$ cat src/rtl/dmem_arbiter_if.sv
// Bus bundle between the core (C) and debug (D) requesters, the data memory and dmem_arbiter.
// The slave modport is the arbiter's view; the master modport is the requester/memory side.
interface dmem_arbiter_if #(
    parameter int ADDR_W = 12
);
    logic              c_req;
    logic              c_we;
    logic [ADDR_W-1:0] c_addr;
    logic [31:0]       c_wdata;
    logic [2:0]        c_funct3;
    logic              c_gnt;
    logic              c_rvalid;
    logic [31:0]       c_rdata;
    logic              c_stall;

    logic              d_req;
    logic              d_we;
    logic [ADDR_W-1:0] d_addr;
    logic [31:0]       d_wdata;
    logic [2:0]        d_funct3;
    logic              d_gnt;
    logic              d_rvalid;
    logic [31:0]       d_rdata;

    logic              mem_wr;
    logic              mem_rd;
    logic [ADDR_W-1:0] mem_addr;
    logic [31:0]       mem_wdata;
    logic [2:0]        mem_funct3;
    logic [31:0]       mem_rdata;

    modport slave (
        input  c_req, c_we, c_addr, c_wdata, c_funct3,
        input  d_req, d_we, d_addr, d_wdata, d_funct3,
        input  mem_rdata,
        output c_gnt, c_rvalid, c_rdata, c_stall,
        output d_gnt, d_rvalid, d_rdata,
        output mem_wr, mem_rd, mem_addr, mem_wdata, mem_funct3
    );

    modport master (
        output c_req, c_we, c_addr, c_wdata, c_funct3,
        output d_req, d_we, d_addr, d_wdata, d_funct3,
        output mem_rdata,
        input  c_gnt, c_rvalid, c_rdata, c_stall,
        input  d_gnt, d_rvalid, d_rdata,
        input  mem_wr, mem_rd, mem_addr, mem_wdata, mem_funct3
    );
endinterface

$ cat src/rtl/dmem_arbiter.sv
// Two-port arbiter in front of the single data memory: one transaction in flight,
// fixed-latency reads, core stall generation and starvation relief for the debug port.
module dmem_arbiter #(
    parameter int ADDR_W       = 12,
    parameter int READ_LAT     = 1,
    parameter int STARVE_LIMIT = 4
) (
    input  logic          clk,
    input  logic          n_rst,
    dmem_arbiter_if.slave bus
);
    typedef enum logic [1:0] {
        IDLE    = 2'd0,
        RD_WAIT = 2'd1,
        RD_DONE = 2'd2
    } state_t;

    localparam logic [2:0] LAT_LOAD   = 3'(READ_LAT - 1);
    localparam logic [3:0] STARVE_THR = 4'(STARVE_LIMIT);

    state_t      r_state;
    logic [2:0]  r_lat_cnt;
    logic [3:0]  r_starve_cnt;
    logic        r_owner_d;
    logic        r_c_rvalid;
    logic        r_d_rvalid;
    logic [31:0] r_c_rdata;
    logic [31:0] r_d_rdata;

    logic              w_arb_en;
    logic              w_d_priority;
    logic              w_c_gnt;
    logic              w_d_gnt;
    logic              w_any_gnt;
    logic              w_gnt_we;
    logic [ADDR_W-1:0] w_addr;

    // Grants are decided in the same cycle the request is seen; RD_WAIT blocks everyone.
    assign w_arb_en     = (r_state != RD_WAIT);
    assign w_d_priority = (r_starve_cnt >= STARVE_THR);
    assign w_c_gnt      = w_arb_en & bus.c_req & ~(bus.d_req & w_d_priority);
    assign w_d_gnt      = w_arb_en & bus.d_req & ~w_c_gnt;
    assign w_any_gnt    = w_c_gnt | w_d_gnt;
    assign w_gnt_we     = w_d_gnt ? bus.d_we : bus.c_we;
    assign w_addr       = w_d_gnt ? bus.d_addr : bus.c_addr;

    assign bus.c_gnt      = w_c_gnt;
    assign bus.d_gnt      = w_d_gnt;
    assign bus.mem_wr     = w_any_gnt & w_gnt_we;
    assign bus.mem_rd     = w_any_gnt & ~w_gnt_we;
    assign bus.mem_addr   = w_addr;
    assign bus.mem_wdata  = w_d_gnt ? bus.d_wdata : bus.c_wdata;
    assign bus.mem_funct3 = w_d_gnt ? bus.d_funct3 : bus.c_funct3;

    assign bus.c_rvalid = r_c_rvalid;
    assign bus.d_rvalid = r_d_rvalid;
    assign bus.c_rdata  = r_c_rdata;
    assign bus.d_rdata  = r_d_rdata;

    // A granted store or the load-completion cycle releases the core.
    assign bus.c_stall = bus.c_req & ~(w_c_gnt & bus.c_we) & ~r_c_rvalid;

    always_ff @(posedge clk or negedge n_rst) begin
        if (!n_rst) begin
            r_state      <= IDLE;
            r_lat_cnt    <= 3'd0;
            r_starve_cnt <= 4'd0;
            r_owner_d    <= 1'b0;
            r_c_rvalid   <= 1'b0;
            r_d_rvalid   <= 1'b0;
            r_c_rdata    <= 32'd0;
            r_d_rdata    <= 32'd0;
        end else begin
            r_c_rvalid <= 1'b0;
            r_d_rvalid <= 1'b0;

            if (!bus.d_req || w_d_gnt) begin
                r_starve_cnt <= 4'd0;
            end else if (r_starve_cnt != 4'd15) begin
                r_starve_cnt <= r_starve_cnt + 4'd1;
            end

            case (r_state)
                IDLE, RD_DONE: begin
                    if (w_any_gnt && !w_gnt_we) begin
                        r_owner_d <= w_d_gnt;
                        r_lat_cnt <= LAT_LOAD;
                        r_state   <= RD_WAIT;
                    end else begin
                        r_state <= IDLE;
                    end
                end
                RD_WAIT: begin
                    if (r_lat_cnt == 3'd0) begin
                        // Data is captured straight into the owner's holding register.
                        if (r_owner_d) begin
                            r_d_rdata  <= bus.mem_rdata;
                            r_d_rvalid <= 1'b1;
                        end else begin
                            r_c_rdata  <= bus.mem_rdata;
                            r_c_rvalid <= 1'b1;
                        end
                        r_state <= RD_DONE;
                    end else begin
                        r_lat_cnt <= r_lat_cnt - 3'd1;
                    end
                end
                default: r_state <= IDLE;
            endcase
        end
    end
endmodule

$ cat src/flat_wrapper.sv
// flat-port wrapper written by rule: the top's interface ports become plain ports
module dmem_arbiter_flat 
#(
    parameter int ADDR_W       = 12,
    parameter int READ_LAT     = 1,
    parameter int STARVE_LIMIT = 4
)
  (clk, n_rst, bus_c_req, bus_c_we, bus_c_addr, bus_c_wdata, bus_c_funct3, bus_d_req, bus_d_we, bus_d_addr, bus_d_wdata, bus_d_funct3, bus_mem_rdata, bus_c_gnt, bus_c_rvalid, bus_c_rdata, bus_c_stall, bus_d_gnt, bus_d_rvalid, bus_d_rdata, bus_mem_wr, bus_mem_rd, bus_mem_addr, bus_mem_wdata, bus_mem_funct3);
  dmem_arbiter_if #(.ADDR_W(ADDR_W)) bus_i ();
  input  logic clk;
  input  logic n_rst;
  input wire logic [$bits(bus_i.c_req)-1:0] bus_c_req;
  input wire logic [$bits(bus_i.c_we)-1:0] bus_c_we;
  input wire logic [$bits(bus_i.c_addr)-1:0] bus_c_addr;
  input wire logic [$bits(bus_i.c_wdata)-1:0] bus_c_wdata;
  input wire logic [$bits(bus_i.c_funct3)-1:0] bus_c_funct3;
  input wire logic [$bits(bus_i.d_req)-1:0] bus_d_req;
  input wire logic [$bits(bus_i.d_we)-1:0] bus_d_we;
  input wire logic [$bits(bus_i.d_addr)-1:0] bus_d_addr;
  input wire logic [$bits(bus_i.d_wdata)-1:0] bus_d_wdata;
  input wire logic [$bits(bus_i.d_funct3)-1:0] bus_d_funct3;
  input wire logic [$bits(bus_i.mem_rdata)-1:0] bus_mem_rdata;
  output wire logic [$bits(bus_i.c_gnt)-1:0] bus_c_gnt;
  output wire logic [$bits(bus_i.c_rvalid)-1:0] bus_c_rvalid;
  output wire logic [$bits(bus_i.c_rdata)-1:0] bus_c_rdata;
  output wire logic [$bits(bus_i.c_stall)-1:0] bus_c_stall;
  output wire logic [$bits(bus_i.d_gnt)-1:0] bus_d_gnt;
  output wire logic [$bits(bus_i.d_rvalid)-1:0] bus_d_rvalid;
  output wire logic [$bits(bus_i.d_rdata)-1:0] bus_d_rdata;
  output wire logic [$bits(bus_i.mem_wr)-1:0] bus_mem_wr;
  output wire logic [$bits(bus_i.mem_rd)-1:0] bus_mem_rd;
  output wire logic [$bits(bus_i.mem_addr)-1:0] bus_mem_addr;
  output wire logic [$bits(bus_i.mem_wdata)-1:0] bus_mem_wdata;
  output wire logic [$bits(bus_i.mem_funct3)-1:0] bus_mem_funct3;
  assign bus_i.c_req = bus_c_req;
  assign bus_i.c_we = bus_c_we;
  assign bus_i.c_addr = bus_c_addr;
  assign bus_i.c_wdata = bus_c_wdata;
  assign bus_i.c_funct3 = bus_c_funct3;
  assign bus_i.d_req = bus_d_req;
  assign bus_i.d_we = bus_d_we;
  assign bus_i.d_addr = bus_d_addr;
  assign bus_i.d_wdata = bus_d_wdata;
  assign bus_i.d_funct3 = bus_d_funct3;
  assign bus_i.mem_rdata = bus_mem_rdata;
  assign bus_c_gnt = bus_i.c_gnt;
  assign bus_c_rvalid = bus_i.c_rvalid;
  assign bus_c_rdata = bus_i.c_rdata;
  assign bus_c_stall = bus_i.c_stall;
  assign bus_d_gnt = bus_i.d_gnt;
  assign bus_d_rvalid = bus_i.d_rvalid;
  assign bus_d_rdata = bus_i.d_rdata;
  assign bus_mem_wr = bus_i.mem_wr;
  assign bus_mem_rd = bus_i.mem_rd;
  assign bus_mem_addr = bus_i.mem_addr;
  assign bus_mem_wdata = bus_i.mem_wdata;
  assign bus_mem_funct3 = bus_i.mem_funct3;
  dmem_arbiter #(.ADDR_W(ADDR_W), .READ_LAT(READ_LAT), .STARVE_LIMIT(STARVE_LIMIT)) u_core (.clk(clk), .n_rst(n_rst), .bus(bus_i));
endmodule
$ cat config.mk
export PLATFORM = sky130hd
export DESIGN_NAME = dmem_arbiter_flat
export DESIGN_NICKNAME = d
export VERILOG_FILES = /design/src/rtl/dmem_arbiter_if.sv /design/src/rtl/dmem_arbiter.sv /design/src/flat_wrapper.sv
export SDC_FILE = /design/constraint.sdc
export NUM_CORES = 1
export LEC_CHECK = 0
export BUFFER_PORTS_ARGS = -buffer_cell sky130_fd_sc_hd__buf_2
export CAP_MARGIN = 0
export CORE_AREA = 2 2 96 98
export CTS_CLUSTER_SIZE = 20
export DETAILED_ROUTE_END_ITERATION = 10
export DIE_AREA = 0 0 98 100
export PLACE_DENSITY = 0.8
export SETUP_SLACK_MARGIN = 0.02
export SLEW_MARGIN = 0
export SYNTH_ARGS = -nofsm -noshare
export SYNTH_HDL_FRONTEND = slang
export SYNTH_SLANG_ARGS = --single-unit
export TNS_END_PERCENT = 10
$ cat constraint.sdc
create_clock -name clk -period 5.31 [get_ports clk]
set_clock_uncertainty 0.05 [all_clocks]
set_input_delay 0.2655 -clock clk [delete_from_list [all_inputs] [get_ports clk]]
set_output_delay 0.2655 -clock clk [all_outputs]
set_load 0.01 [all_outputs]
==> out/metrics.csv <==
stage;metric;value;unit
worst_setup_path;crit_path_start_kind;flip-flop;
cts;cts_tree;built;
placement;io_buffers;249;
placement;dp_hpwl;8.653;mm
timing;period_needed;3.205;ns
yosys;synth_area;0.003612;sq mm
min_path;hold_path.class;input pin to async pin;
yosys;synth_top_cell_by_area;dfrtp_1;
yosys;synth_warnings;0;
timing;hold_violations;0;
floorplan;die_area;0.009800;sq mm
timing;worst_pin_slew;1.188;ns
timing;slew_headroom;20.74;%
yosys;synthSimpleGateAreaFrac;4.745;%
worst_setup_path;path_class;flip-flop to output pin;
power_and_ir_drop;p_int;0.001792;W
cells_and_area;nNetsFinal;636;
power_and_ir_drop;seq_power_share;37.0;%
power_and_ir_drop;p_leak;2.645;nW
global_routing;overflow;0;
cts;cts_setup_buffers;0;
timing;tns;0;ns
drt;firstDrtPassIters;4;
global_routing;grt_pass1_vias;3200;
drt;routed_wl;11.01;mm
yosys;synth_top_family_by_area;multiplexers;
cts;ctsRootBufferMaster;clkbuf_8;
worst_setup_path;r2r_cells;6;
cts;clock-sinks;76;
timing;rsz0062_at_grt;false;
yosys;synth-adder-area-share;1.039;%
yosys;ys_top_cells_by_count;92 x mux2_2, 76 x dfrtp_1, 19 x mux2_1;
drt;wl_per_cell;17.85;um
cts;htreeDepth;3;
power_and_ir_drop;p_sw_share;34.00;%
cts;cts_resized;0;
timing;finalSetupViolCount;0;
yosys;synth.area.mux_share;34.88;%
yosys;seq_area_frac_synth;52.65;%
cells_and_area;syn_to_final_growth;42.40;%
yosys;yosysTopAreaCellShare;52.65;%
power_and_ir_drop;power_switching;0.0009230;W
cts;cts.clk_slew.worst_paths;0.08;ns
timing;final.setup.worst_slack;2.105;ns
yosys;synth_seq_cells;76;
cts;clk_latency;0.34;ns
cts;cts.path.max_buffers;2;
yosys;synth-xor-area-share;0.2425;%
cts;holdBufCountCts;0;
flow_run;max-cap-violations;0;
floorplan;die_h;100;um
floorplan;initial_core_util;40.63;%
placement;place.gp.congestion;0.8964;
floorplan;ioPinCount;250;
cells_and_area;final_util;57.86;%
yosys;async_flop_share;100.0;%
worst_setup_path;crit_required;4.99;ns
yosys;synthTopCellsByArea;dfrtp_1 53%, mux2_2 29%, mux2_1 5.9%;
worst_setup_path;cpPeakStageDelay;0.97;ns
drt;drt-vias-per-instance;4.958;
cells_and_area;n_antenna_cell;0;
yosys;syn_nets;385;
yosys;synth_ff_type;dfrtp_1;
power_and_ir_drop;vdd_ir_drop_max;0.4143;mV
drt;drt-initial-drc-count;66;
yosys;netlist_instances;250;
drt;num_vias;3059;
power_and_ir_drop;power_density;527.8;mW/mm^2
global_routing;grt.total_usage;21.60;%
cells_and_area;drive_gt1_share;71.74;%
placement;dp_slack;2.463;ns
worst_setup_path;crit_slowest_cell;nand3_2;
power_and_ir_drop;clkPwrFrac;19.3;%
worst_setup_path;worstPathArrival;2.89;ns
floorplan;die_w;98;um
drt;drc;0;
yosys;synth_most_common_cell;mux2_2;
floorplan;rows;35;
cts;cts_inserted_buffers;9;
global_routing;grt_pass1_wl;16.42;mm
timing;drv_slew;0;
worst_setup_path;critical_path.max_fanout;48;
yosys;synth_compound_area_share;2.529;%
worst_setup_path;path_cells;nand2b_1 > nand3_2 > mux2_2 > buf_2;
timing;timing.fmax;312.1;MHz
timing;fin_hold_ws;0.09746;ns
floorplan;core_area;0.008890;sq mm
yosys;synth_edf_count;0;
worst_setup_path;end_kind;output pin;
run_status;status;finished clean;
timing;finalCritPeriodShare;60.35;%
global_routing;antenna_found_initial;0;
drt;ant_nets;0;
yosys;syn_area_per_cell;14.45;sq um
power_and_ir_drop;combPwrFrac;43.8;%
global_routing;grt_max_degree;77;
yosys;ys_types;34;
-- state kept, by name (all words and copies together) (netlist names) --
name,cells
u_core.r_lat_cnt,3
u_core.bus.d_rvalid,1
u_core.bus.c_rdata,32
u_core.bus.c_rvalid,1
u_core.r_owner_d,1
u_core.r_state,2
u_core.r_starve_cnt,4
u_core.bus.d_rdata,32
-- per-stage QoR --
step / power, W / cell area [sq um] / cells
after floorplan: 0.001730 / 3612 / 250
after global placement: 0.002156 / 4905 / 601
after detailed placement: 0.002211 / 4905 / 601
after CTS: 0.002746 / 5144 / 617
after global routing: 0.002880 / 5144 / 617
final: 0.002715 / 5144 / 617
-- logic make-up after synthesis --
group                    after synthesis
AO/OA/AOI/OAI                         12
XOR/XNOR                               1
adder cells (fa/ha/maj)                3
buffers and inverters                 19
flip-flops                            76
multiplexers                         112
AND/OR/NAND/NOR                       27
-- cell usage in the layout (no fill, tap or decap), types with 2 or more instances in the layout --
cell and n:
a211oi_1 2, buf_2 249, buf_4 3, bufinv_16 3, clkbuf_8 9, dfrtp_1 76
ha_1 3, inv_1 7, mux2_1 19, mux2_2 92, nand3_1 3, nor2_1 6
nor3_1 2, o21ai_0 3, o21ba_2 2, o41ai_1 3, or3_1 4
-- power groups by stage --
stage | clock network, W | registers, W | logic, W
after global routing | 0.000558 | 0.00104 | 0.00129
after global placement | 0 | 0.000992 | 0.00116
after floorplan | 0 | 0.00113 | 0.000605
final | 0.000523 | 0.00100 | 0.00119
after detailed placement | 0 | 0.00101 | 0.00120
after CTS | 0.000533 | 0.00101 | 0.00121
-- path summary, 6_finish.rpt --
| check | startpoint | endpoint | slack (ns) |
|---|---|---|---|
| worst max register to register | u_core.r_lat_cnt[0]$_DFFE_PN0P_ | u_core.bus.c_rdata[28]$_DFFE_PN0P_ | 3.23 |
| worst min-delay path | n_rst | u_core.bus.c_rdata[14]$_DFFE_PN0P_ | 0.1 |
| worst max-delay path | u_core.r_state[0]$_DFFE_PN0P_ | bus_mem_addr[2] | 2.11 |
| worst min register to register | u_core.bus.c_rdata[29]$_DFFE_PN0P_ | u_core.bus.c_rdata[29]$_DFFE_PN0P_ | 0.45 |
| min in group clk | bus_mem_rdata[13] | u_core.bus.d_rdata[13]$_DFFE_PN0P_ | 0.11 |
| max in group asynchronous | n_rst | u_core.r_lat_cnt[2]$_DFFE_PN0P_ | 4.51 |
-- routing by layer --
metal	up-vias	routed length [um]	part of all wire (%)	track usage [%]
met5	-	0	0	0
met4	0	201	1.8	6.197
met3	13	973	8.8	7.939
met2	152	5752	52	38.25
met1	1480	4084	37	24.60
li1	1414	-	-	-
-- worst max-delay path: cells and delay by family (launching register included) --
kind	cells	cell delay (ns)
AND/OR/NAND/NOR	2	1.24
buffers and inverters	1	0.16
multiplexers	1	0.70
flip-flops	1	0.42
-- layout make-up --
class	count	area [sq um]
Fill cell	744	3746
Sequential cell	76	1902
Multi-Input combinational cell	155	1569
Timing Repair Buffer	252	1269
Tap cell	111	138.9
Clock buffer	10	127.6
Clock inverter	6	111.4
Inverter	7	26.28
Power figures use the tool's default switching activity.
